[src/rtl/mem_wb_skid_pkg.sv]
// mem_wb_skid_pkg: shared state encoding and constants for the mem/wb pipeline register.
package mem_wb_skid_pkg;
    typedef enum logic [1:0] {
        MEMWB_EMPTY = 2'd0,
        MEMWB_ONE   = 2'd1,
        MEMWB_TWO   = 2'd2
    } memwb_state_e;
    localparam logic WriteDisable = 1'b0;
endpackage

[src/rtl/mem_wb_skid_if.sv]
// mem_wb_skid_if: valid/ready result channel carrying {wd, wreg, wdata}.
interface mem_wb_skid_if #(
    parameter int ADDR_W = 5,
    parameter int DATA_W = 64
);
    logic              valid;
    logic              ready;
    logic [ADDR_W-1:0] wd;
    logic              wreg;
    logic [DATA_W-1:0] wdata;
    modport master (output valid, wd, wreg, wdata, input ready);
    modport slave  (input valid, wd, wreg, wdata, output ready);
endinterface

[src/rtl/mem_wb_skid_wb_entry_reg.sv]
// wb_entry_reg: one buffered write-back result with valid flag; clear beats load.
module wb_entry_reg
    import mem_wb_skid_pkg::*;
#(
    parameter int ADDR_W = 5,
    parameter int DATA_W = 64
) (
    input  logic              clk,
    input  logic              rst_n,
    input  logic              clr_i,
    input  logic              ld_i,
    input  logic [ADDR_W-1:0] wd_i,
    input  logic              wreg_i,
    input  logic [DATA_W-1:0] wdata_i,
    output logic              valid_o,
    output logic [ADDR_W-1:0] wd_o,
    output logic              wreg_o,
    output logic [DATA_W-1:0] wdata_o
);
    logic              valid_q;
    logic [ADDR_W-1:0] wd_q;
    logic              wreg_q;
    logic [DATA_W-1:0] wdata_q;

    always_ff @(posedge clk) begin
        if (!rst_n || clr_i) begin
            valid_q <= 1'b0;
            wd_q    <= '0;
            wreg_q  <= WriteDisable;
            wdata_q <= '0;
        end else if (ld_i) begin
            valid_q <= 1'b1;
            wd_q    <= wd_i;
            wreg_q  <= wreg_i;
            wdata_q <= wdata_i;
        end
    end

    assign valid_o = valid_q;
    assign wd_o    = wd_q;
    assign wreg_o  = wreg_q;
    assign wdata_o = wdata_q;
endmodule

[src/rtl/mem_wb_skid.sv]
// mem_wb_skid: mem->write-back pipeline register with main+skid buffer, flush and registered ready.
// Optional stall counter output enabled by MEMWB_STALL_CNT_EN.
module mem_wb_skid
    import mem_wb_skid_pkg::*;
#(
    parameter int ADDR_W = 5,
    parameter int DATA_W = 64
) (
    input  logic                  clk,
    input  logic                  rst_n,
    input  logic                  flush_i,
    mem_wb_skid_if.slave          mem_i,
    mem_wb_skid_if.master         wb_o
`ifdef MEMWB_STALL_CNT_EN
    ,
    output logic [31:0]           stall_cnt_o
`endif
);
    memwb_state_e      state_q, state_d;
    logic              ready_q;
    logic              accept, drain;
    logic              main_ld, main_clr, skid_ld, skid_clr;
    logic              m_valid, m_wreg, s_valid, s_wreg;
    logic [ADDR_W-1:0] m_wd, s_wd, m_wd_in;
    logic [DATA_W-1:0] m_wdata, s_wdata, m_wdata_in;
    logic              m_wreg_in;

    always_comb begin
        accept     = mem_i.valid && ready_q;
        drain      = m_valid && wb_o.ready;
        state_d    = flush_i                 ? MEMWB_EMPTY :
                     state_q == MEMWB_EMPTY  ? (accept ? MEMWB_ONE : MEMWB_EMPTY) :
                     state_q == MEMWB_ONE    ? (accept && !drain ? MEMWB_TWO :
                                                !accept && drain ? MEMWB_EMPTY : MEMWB_ONE) :
                     state_q == MEMWB_TWO    ? (drain ? MEMWB_ONE : MEMWB_TWO) : MEMWB_EMPTY;
        main_ld    = !flush_i && ((accept && (state_q == MEMWB_EMPTY || drain)) ||
                                  (state_q == MEMWB_TWO && drain));
        main_clr   = flush_i || (state_q == MEMWB_ONE && drain && !accept);
        skid_ld    = !flush_i && state_q == MEMWB_ONE && accept && !drain;
        skid_clr   = flush_i || (state_q == MEMWB_TWO && drain);
        // in TWO the main entry refills from skid, otherwise straight from mem
        m_wd_in    = state_q == MEMWB_TWO ? s_wd    : mem_i.wd;
        m_wreg_in  = state_q == MEMWB_TWO ? s_wreg  : mem_i.wreg;
        m_wdata_in = state_q == MEMWB_TWO ? s_wdata : mem_i.wdata;
    end

    always_ff @(posedge clk) begin
        if (!rst_n) begin
            state_q <= MEMWB_EMPTY;
            ready_q <= 1'b1;
        end else begin
            state_q <= state_d;
            ready_q <= state_d != MEMWB_TWO;
        end
    end

    wb_entry_reg #(.ADDR_W(ADDR_W), .DATA_W(DATA_W)) u_main (
        .clk     (clk),
        .rst_n   (rst_n),
        .clr_i   (main_clr),
        .ld_i    (main_ld),
        .wd_i    (m_wd_in),
        .wreg_i  (m_wreg_in),
        .wdata_i (m_wdata_in),
        .valid_o (m_valid),
        .wd_o    (m_wd),
        .wreg_o  (m_wreg),
        .wdata_o (m_wdata)
    );

    wb_entry_reg #(.ADDR_W(ADDR_W), .DATA_W(DATA_W)) u_skid (
        .clk     (clk),
        .rst_n   (rst_n),
        .clr_i   (skid_clr),
        .ld_i    (skid_ld),
        .wd_i    (mem_i.wd),
        .wreg_i  (mem_i.wreg),
        .wdata_i (mem_i.wdata),
        .valid_o (s_valid),
        .wd_o    (s_wd),
        .wreg_o  (s_wreg),
        .wdata_o (s_wdata)
    );

    assign mem_i.ready = ready_q && rst_n;
    assign wb_o.valid  = m_valid;
    assign wb_o.wd     = m_valid ? m_wd : '0;
    assign wb_o.wreg   = m_valid && m_wreg;
    assign wb_o.wdata  = m_valid ? m_wdata : '0;

`ifdef MEMWB_STALL_CNT_EN
    logic [31:0] stall_q;

    always_ff @(posedge clk) begin
        if (!rst_n)
            stall_q <= '0;
        else if (m_valid && !wb_o.ready && stall_q != 32'hFFFF_FFFF)
            stall_q <= stall_q + 32'd1;
    end

    assign stall_cnt_o = stall_q;
`endif
endmodule

[src/flat_wrapper.sv]
// flat-port wrapper written by rule: the top's interface ports become plain ports
module mem_wb_skid_flat import mem_wb_skid_pkg::*;
#(
    parameter int ADDR_W = 5,
    parameter int DATA_W = 64
)
  (clk, rst_n, flush_i, mem_i_valid, mem_i_wd, mem_i_wreg, mem_i_wdata, mem_i_ready, wb_o_valid, wb_o_wd, wb_o_wreg, wb_o_wdata, wb_o_ready);
  mem_wb_skid_if #(.ADDR_W(ADDR_W), .DATA_W(DATA_W)) mem_i_i ();
  mem_wb_skid_if #(.ADDR_W(ADDR_W), .DATA_W(DATA_W)) wb_o_i ();
  input  logic clk;
  input  logic rst_n;
  input  logic flush_i;
  input wire logic [$bits(mem_i_i.valid)-1:0] mem_i_valid;
  input wire logic [$bits(mem_i_i.wd)-1:0] mem_i_wd;
  input wire logic [$bits(mem_i_i.wreg)-1:0] mem_i_wreg;
  input wire logic [$bits(mem_i_i.wdata)-1:0] mem_i_wdata;
  output wire logic [$bits(mem_i_i.ready)-1:0] mem_i_ready;
  output wire logic [$bits(wb_o_i.valid)-1:0] wb_o_valid;
  output wire logic [$bits(wb_o_i.wd)-1:0] wb_o_wd;
  output wire logic [$bits(wb_o_i.wreg)-1:0] wb_o_wreg;
  output wire logic [$bits(wb_o_i.wdata)-1:0] wb_o_wdata;
  input wire logic [$bits(wb_o_i.ready)-1:0] wb_o_ready;
  assign mem_i_i.valid = mem_i_valid;
  assign mem_i_i.wd = mem_i_wd;
  assign mem_i_i.wreg = mem_i_wreg;
  assign mem_i_i.wdata = mem_i_wdata;
  assign mem_i_ready = mem_i_i.ready;
  assign wb_o_valid = wb_o_i.valid;
  assign wb_o_wd = wb_o_i.wd;
  assign wb_o_wreg = wb_o_i.wreg;
  assign wb_o_wdata = wb_o_i.wdata;
  assign wb_o_i.ready = wb_o_ready;
  mem_wb_skid #(.ADDR_W(ADDR_W), .DATA_W(DATA_W)) u_core (.clk(clk), .rst_n(rst_n), .flush_i(flush_i), .mem_i(mem_i_i), .wb_o(wb_o_i));
endmodule
[config.mk]
export PLATFORM = sky130hd
export DESIGN_NAME = mem_wb_skid_flat
export DESIGN_NICKNAME = d
export VERILOG_FILES = /design/src/rtl/mem_wb_skid_pkg.sv /design/src/rtl/mem_wb_skid_if.sv /design/src/rtl/mem_wb_skid_wb_entry_reg.sv /design/src/rtl/mem_wb_skid.sv /design/src/flat_wrapper.sv
export SDC_FILE = /design/constraint.sdc
export NUM_CORES = 1
export LEC_CHECK = 0
export CORE_MARGIN = 5
export CORE_UTILIZATION = 25
export CTS_BUF_LIST = sky130_fd_sc_hd__clkbuf_4
export CTS_CLUSTER_DIAMETER = 100
export DETAILED_ROUTE_END_ITERATION = 6
export PLACE_DENSITY = 0.44
export SLEW_MARGIN = 20
export SYNTH_ARGS = -nofsm -noshare
export SYNTH_HDL_FRONTEND = slang
export SYNTH_SLANG_ARGS = --single-unit
[constraint.sdc]
create_clock -name clk -period 3 [get_ports clk]
set_clock_uncertainty 0.1 [all_clocks]
set_input_delay 0.6 -clock clk [delete_from_list [all_inputs] [get_ports clk]]
set_output_delay 0.6 -clock clk [all_outputs]
set_load 0.005 [all_outputs]
==> After elaboration in Yosys (flattened, before gate mapping) <==
Cells that the tools add are included.
{ "totals": {"ff_bits": 144, "elab_cells": 50, "out_inout_bits": 72} }
{ "op_classes": {"reduce_logical": 25, "n_mux": 13, "eq_ne": 3} }
{ "ops": {"columns": ["operator", "count"], "rows": [
  ["64-bit 2-to-1 mux", 2],
  ["1-bit logical AND", 14],
  ["2-bit 2-to-1 mux", 6],
  ["5-bit 2-to-1 mux", 2],
  ["1-bit logical OR", 6],
  ["1-bit logical NOT", 4],
  ["1-bit 2-to-1 mux", 3],
  ["2-bit by 1-bit equality test with 1-bit output, second input constant", 1],
  ["2-bit equality test, second input constant", 1],
  ["2-bit logical NOT", 1],
  ["2-bit inequality test, second input constant", 1]
]} }

==> Logic depth before layout (Yosys ltp) <==
{ "logic_depth": {"depth_word": 9, "depth_mapped": 7, "ltp_nobuf": 4} }

==> Modules after synthesis <==
Synthesis repeated with hierarchy kept, for this count alone.
{ "unflattened": {"cells_unflattened": 641, "area_unflattened_um2": 6919.1} }
{ "modules_own_cells": {"columns": ["module", "instances", "seq_area_each_um2", "cells_per_inst", "area_per_inst_um2"], "rows": [
  ["wb_entry_reg", 2, 1421.4, 230, 2555.0],
  ["mem_wb_skid", 1, 60.1, 181, 1809.2]
]} }

==> Worst setup path before layout <==
No wires, ideal clock.
{ "synth_path": {"path_kind": "input-to-reg", "from": "in wb_o_ready", "to": "reg u_core.u_skid.wd_q[0], in the netlist u_core.u_skid.wd_o[0]", "t_required_ns": 2.768, "setup_time_ns": 0.132, "t_arrival_ns": 1.747, "path_slack_ns": 1.020, "n_path_buf": 2, "cell_stages": 6, "path_cell_list": "and2_1 > or4_1 > clkbuf_1 > clkbuf_1 > nand2_1 > a21oi_1"} }
{ "synth_between": {"elab_chain_cells": 4, "elab_cells_between_ends": 6} }
{ "synth_lines": {"columns": ["item", "line", "source"], "rows": [
  ["start, declared", "flat_wrapper.sv:22", "input wire logic [$bits(wb_o_i.ready)-1:0] wb_o_ready;"],
  ["1-bit logical AND *", "mem_wb_skid.sv:30", "drain = m_valid && wb_o.ready;"],
  ["1-bit logical AND", "mem_wb_skid.sv:40", "skid_clr = flush_i || (state_q == MEMWB_TWO && drain);"],
  ["1-bit logical OR", "mem_wb_skid.sv:40", null],
  ["1-bit logical OR", "mem_wb_skid_wb_entry_reg.sv:26", "if (!rst_n || clr_i) begin"],
  ["end signal, assigned", "mem_wb_skid_wb_entry_reg.sv:33", "wd_q <= wd_i;"],
  ["end, declared", "mem_wb_skid_wb_entry_reg.sv:21", "logic [ADDR_W-1:0] wd_q;"]
]} }
Every way passes the cells marked *; elsewhere a longest branch is shown, timed or not.
A chain may end at the register's enable or synchronous reset.

==> Worst setup path in the final report <==
{ "layout_path": {"from": "reg u_core.u_main.valid_q, in the netlist u_core.u_main.valid_o", "to": "out wb_o_wdata[24]"} }
{ "layout_between": {"elab_chain_cells": 1} }
{ "layout_lines": {"columns": ["item", "line", "source"], "rows": [
  ["start, declared", "mem_wb_skid_wb_entry_reg.sv:20", "logic valid_q;"],
  ["start signal, assigned", "mem_wb_skid_wb_entry_reg.sv:27", "valid_q <= 1'b0;"],
  ["start signal, assigned", "mem_wb_skid_wb_entry_reg.sv:32", "valid_q <= 1'b1;"],
  ["64-bit 2-to-1 mux", "mem_wb_skid.sv:89", "assign wb_o.wdata = m_valid ? m_wdata : '0;"],
  ["end, declared", "flat_wrapper.sv:21", "output wire logic [$bits(wb_o_i.wdata)-1:0] wb_o_wdata;"]
]} }
Every way passes these cells.

==> impl_metrics.ini <==
[route]
wl_mm = 17.8
vias_per_cell = 4.36
drc = 0
postRouteAntennaNets = 0
dr.pass1.iters = 6
num_vias = 5160
wire_per_inst_um = 15.0
drt-initial-drc-count = 195

[synthesis]
yosys_warnings = 0
ys_seq_elements = 144
seq_area_frac_synth = 0.465
ys_types = 25
avgSynthCellArea_um2 = 8.61
yosysTopAreaCell = dfxtp_1
synth_area_mm2 = 0.00620
syn_inst = 720
netlist_top_cells_area = dfxtp_1 (46%), mux2i_1 (11%), nand2_1 (8.8%)
yosysTopAreaCellShare = 0.465
syn_nets = 795

[layout]
drive_gt1_frac = 0.0896
areaGrowthSynthToFinish_pct = 35.3
fin_nets = 921
layout_common_cells = clkdlybuf4s50_1 (146), nand2_1 (144), dfxtp_1 (143), nor2_1 (73), and2_1 (72)
fin_cells = 1184
layout_commonest_cell = clkdlybuf4s50_1
finalInstanceArea_mm2 = 0.00839

[power_and_ir_drop]
p_per_area_mw_per_mm2 = 442
p_leak_nw = 3.23
vdd_drop_max_mv = 0.248

[clocking]
cts_tree = yes
h-tree-depth = 4
cts_buffers = 17
clk_latency_ns = 0.54
clock_sinks = 144
ctsLongestPathBuffers = 2
clkSlewWorstSetupHoldPaths_ns = 0.13
clockRootBuffer = clkbuf_4

[critical_path]
crit_path_start_kind = register
path_class = register to output port
crit_fanout = 23
slowest_stage = dfxtp_4
r2r-start = u_core.u_main.valid_o
reg2reg_slack_ns = 0.87
path_buf_inv = 2
endpoint_kind = output port
startpoint = u_core.u_main.valid_o
crit_cells = 3
cp_slowest_stage_delay_ns = 0.52
path_cells = buf_4, and2_1, clkdlybuf4s50_1
critPathRequiredTime_ns = 2.30
r2r-end = u_core.u_skid.wdata_o[38]
reg2regPathDepth = 5
crit_family = buffers and inverters
arrival_ns = 1.98
critPathCapture = wb_o_wdata[24]

[die]
die_width_um = 167
die_area_mm2 = 0.0280
rows = 57
chipHeight_um = 167
boundaryPins = 147
start_util = 0.254
core_area_mm2 = 0.0244

[global_routing]
antenna_found_initial = 1
groute.usage.overall = 0.129
grt_pass1_wl_mm = 29.3
grt_pass1_vias = 5295
gr-total-overflow = 0
grt_max_degree = 49

[timing]
maxSlewViolCount = 0
fmax_ghz = 0.373
tightest_slew_ns = 0.587
finalCritPeriodShare = 0.894
setup_violations = 0
period_needed_ns = 2.68
rsz0062_at_grt = false
fin_tns_setup_ns = 0
slew_headroom = 0.609
hold_viol_final = 0

[run]
max_cap_viol_count = 0

[placed_design]
port_buffers = 146
dpl.cell_count = 1151
place_congestion = 0.680
hpwl_mm = 11.7
dpl_cell_area_mm2 = 0.00808

[status]
status = completed

[min_path]
hp-class = register to register
[worst min path at each step]
stage,start,end,slack [ns],cells after the start
2_1_floorplan,u_core.u_skid.wd_o[0],u_core.u_skid.wd_o[0],0.34,2
6_report,u_core.u_skid.wdata_o[23],u_core.u_skid.wdata_o[23],0.36,2
3_5_place_dp,u_core.u_skid.wdata_o[8],u_core.u_skid.wdata_o[8],0.35,2
3_3_place_gp,u_core.u_skid.wdata_o[58],u_core.u_skid.wdata_o[58],0.34,2
4_1_cts,u_core.u_skid.wdata_o[23],u_core.u_skid.wdata_o[23],0.36,2
5_1_grt,u_core.u_skid.wdata_o[57],u_core.u_skid.wdata_o[57],0.38,2
[cell type report]
class	instances	area [um^2]
Inverter	1	3.75
Fill cell	2609	16000
Clock inverter	14	165
Multi-Input combinational cell	515	3080
Sequential cell	144	2890
Tap cell	324	405
Timing Repair Buffer	167	1710
Clock buffer	18	135
Antenna cell	1	2.50
[cell usage after synthesis]
cell / count
a211oi_1: 53
a211oi_2: 17
a21boi_0: 1
a21oi_1: 70
a221oi_2: 1
and2_1: 72
and3_1: 2
buf_2: 19
buf_4: 2
buf_6: 2
clkbuf_1: 37
dfxtp_1: 144
inv_1: 1
mux2i_1: 70
nand2_1: 145
nand2b_1: 2
nand4b_1: 1
nor2_1: 73
nor2b_1: 1
nor4_2: 1
o21ai_0: 2
o21ai_1: 1
o21bai_1: 1
or2_1: 1
or4_1: 1
[layer usage]
layer | share of wire | routed length (um) | GRT usage
met1 | 0.49 | 8790 | 0.174
met2 | 0.45 | 8040 | 0.206
met3 | 0.044 | 775 | 0.0365
met4 | 0.0096 | 170 | 0.0296
met5 | 0 | 0 | 0
[cell families (layout without fill, tap and decap cells)]
kind of cell           Yosys count  after routing  synth area share
multiplexers                    70             70             0.113
flip-flops                     144            144             0.465
AO/OA/AOI/OAI                  146            146             0.162
other                            0              1                 0
AND/OR/NAND/NOR                299            299             0.215
buffers and inverters           61            200            0.0444
[metrics by stage]
step / utilization / total power, mW / hold slack (ns) / setup slack [ns]
detailed placement: 0.331 / 2.41 / 0.346 / 0.263
CTS: 0.344 / 3.78 / 0.363 / 0.166
global route: 0.344 / 3.91 / 0.383 / 0.0685
finish: 0.344 / 3.71 / 0.361 / 0.319
global placement: 0.331 / 2.41 / 0.341 / 0.297
floorplan: - / 2.20 / 0.336 / 1.02
[worst min-delay path, cell delays in order (launching register included)]
cell     delay, ns
dfxtp_1       0.32
nand2_1       0.05
a21oi_1       0.05
[power breakdown]
part / switching (mW) / internal [mW]
registers: 0.0220 / 1.95
logic: 0.200 / 0.188
clock network: 0.760 / 0.586
[flip-flops by register name, indices dropped and copies added (netlist names)]
| signal | flops |
|---|---|
| u_core.u_main.wd_o | 5 |
| u_core.ready_q | 1 |
| u_core.u_skid.wreg_o | 1 |
| u_core.u_main.wdata_o | 64 |
| u_core.u_main.wreg_o | 1 |
| u_core.u_skid.wd_o | 5 |
| u_core.state_q | 2 |
| u_core.u_main.valid_o | 1 |
| u_core.u_skid.wdata_o | 64 |
[repair_timing]
action,CTS,global route
endpoints found under the setup margin,1,0
buffers inserted,0,0
resized for setup,1,0
hold buffers,0,0
(Power assumes the default switching activity.)
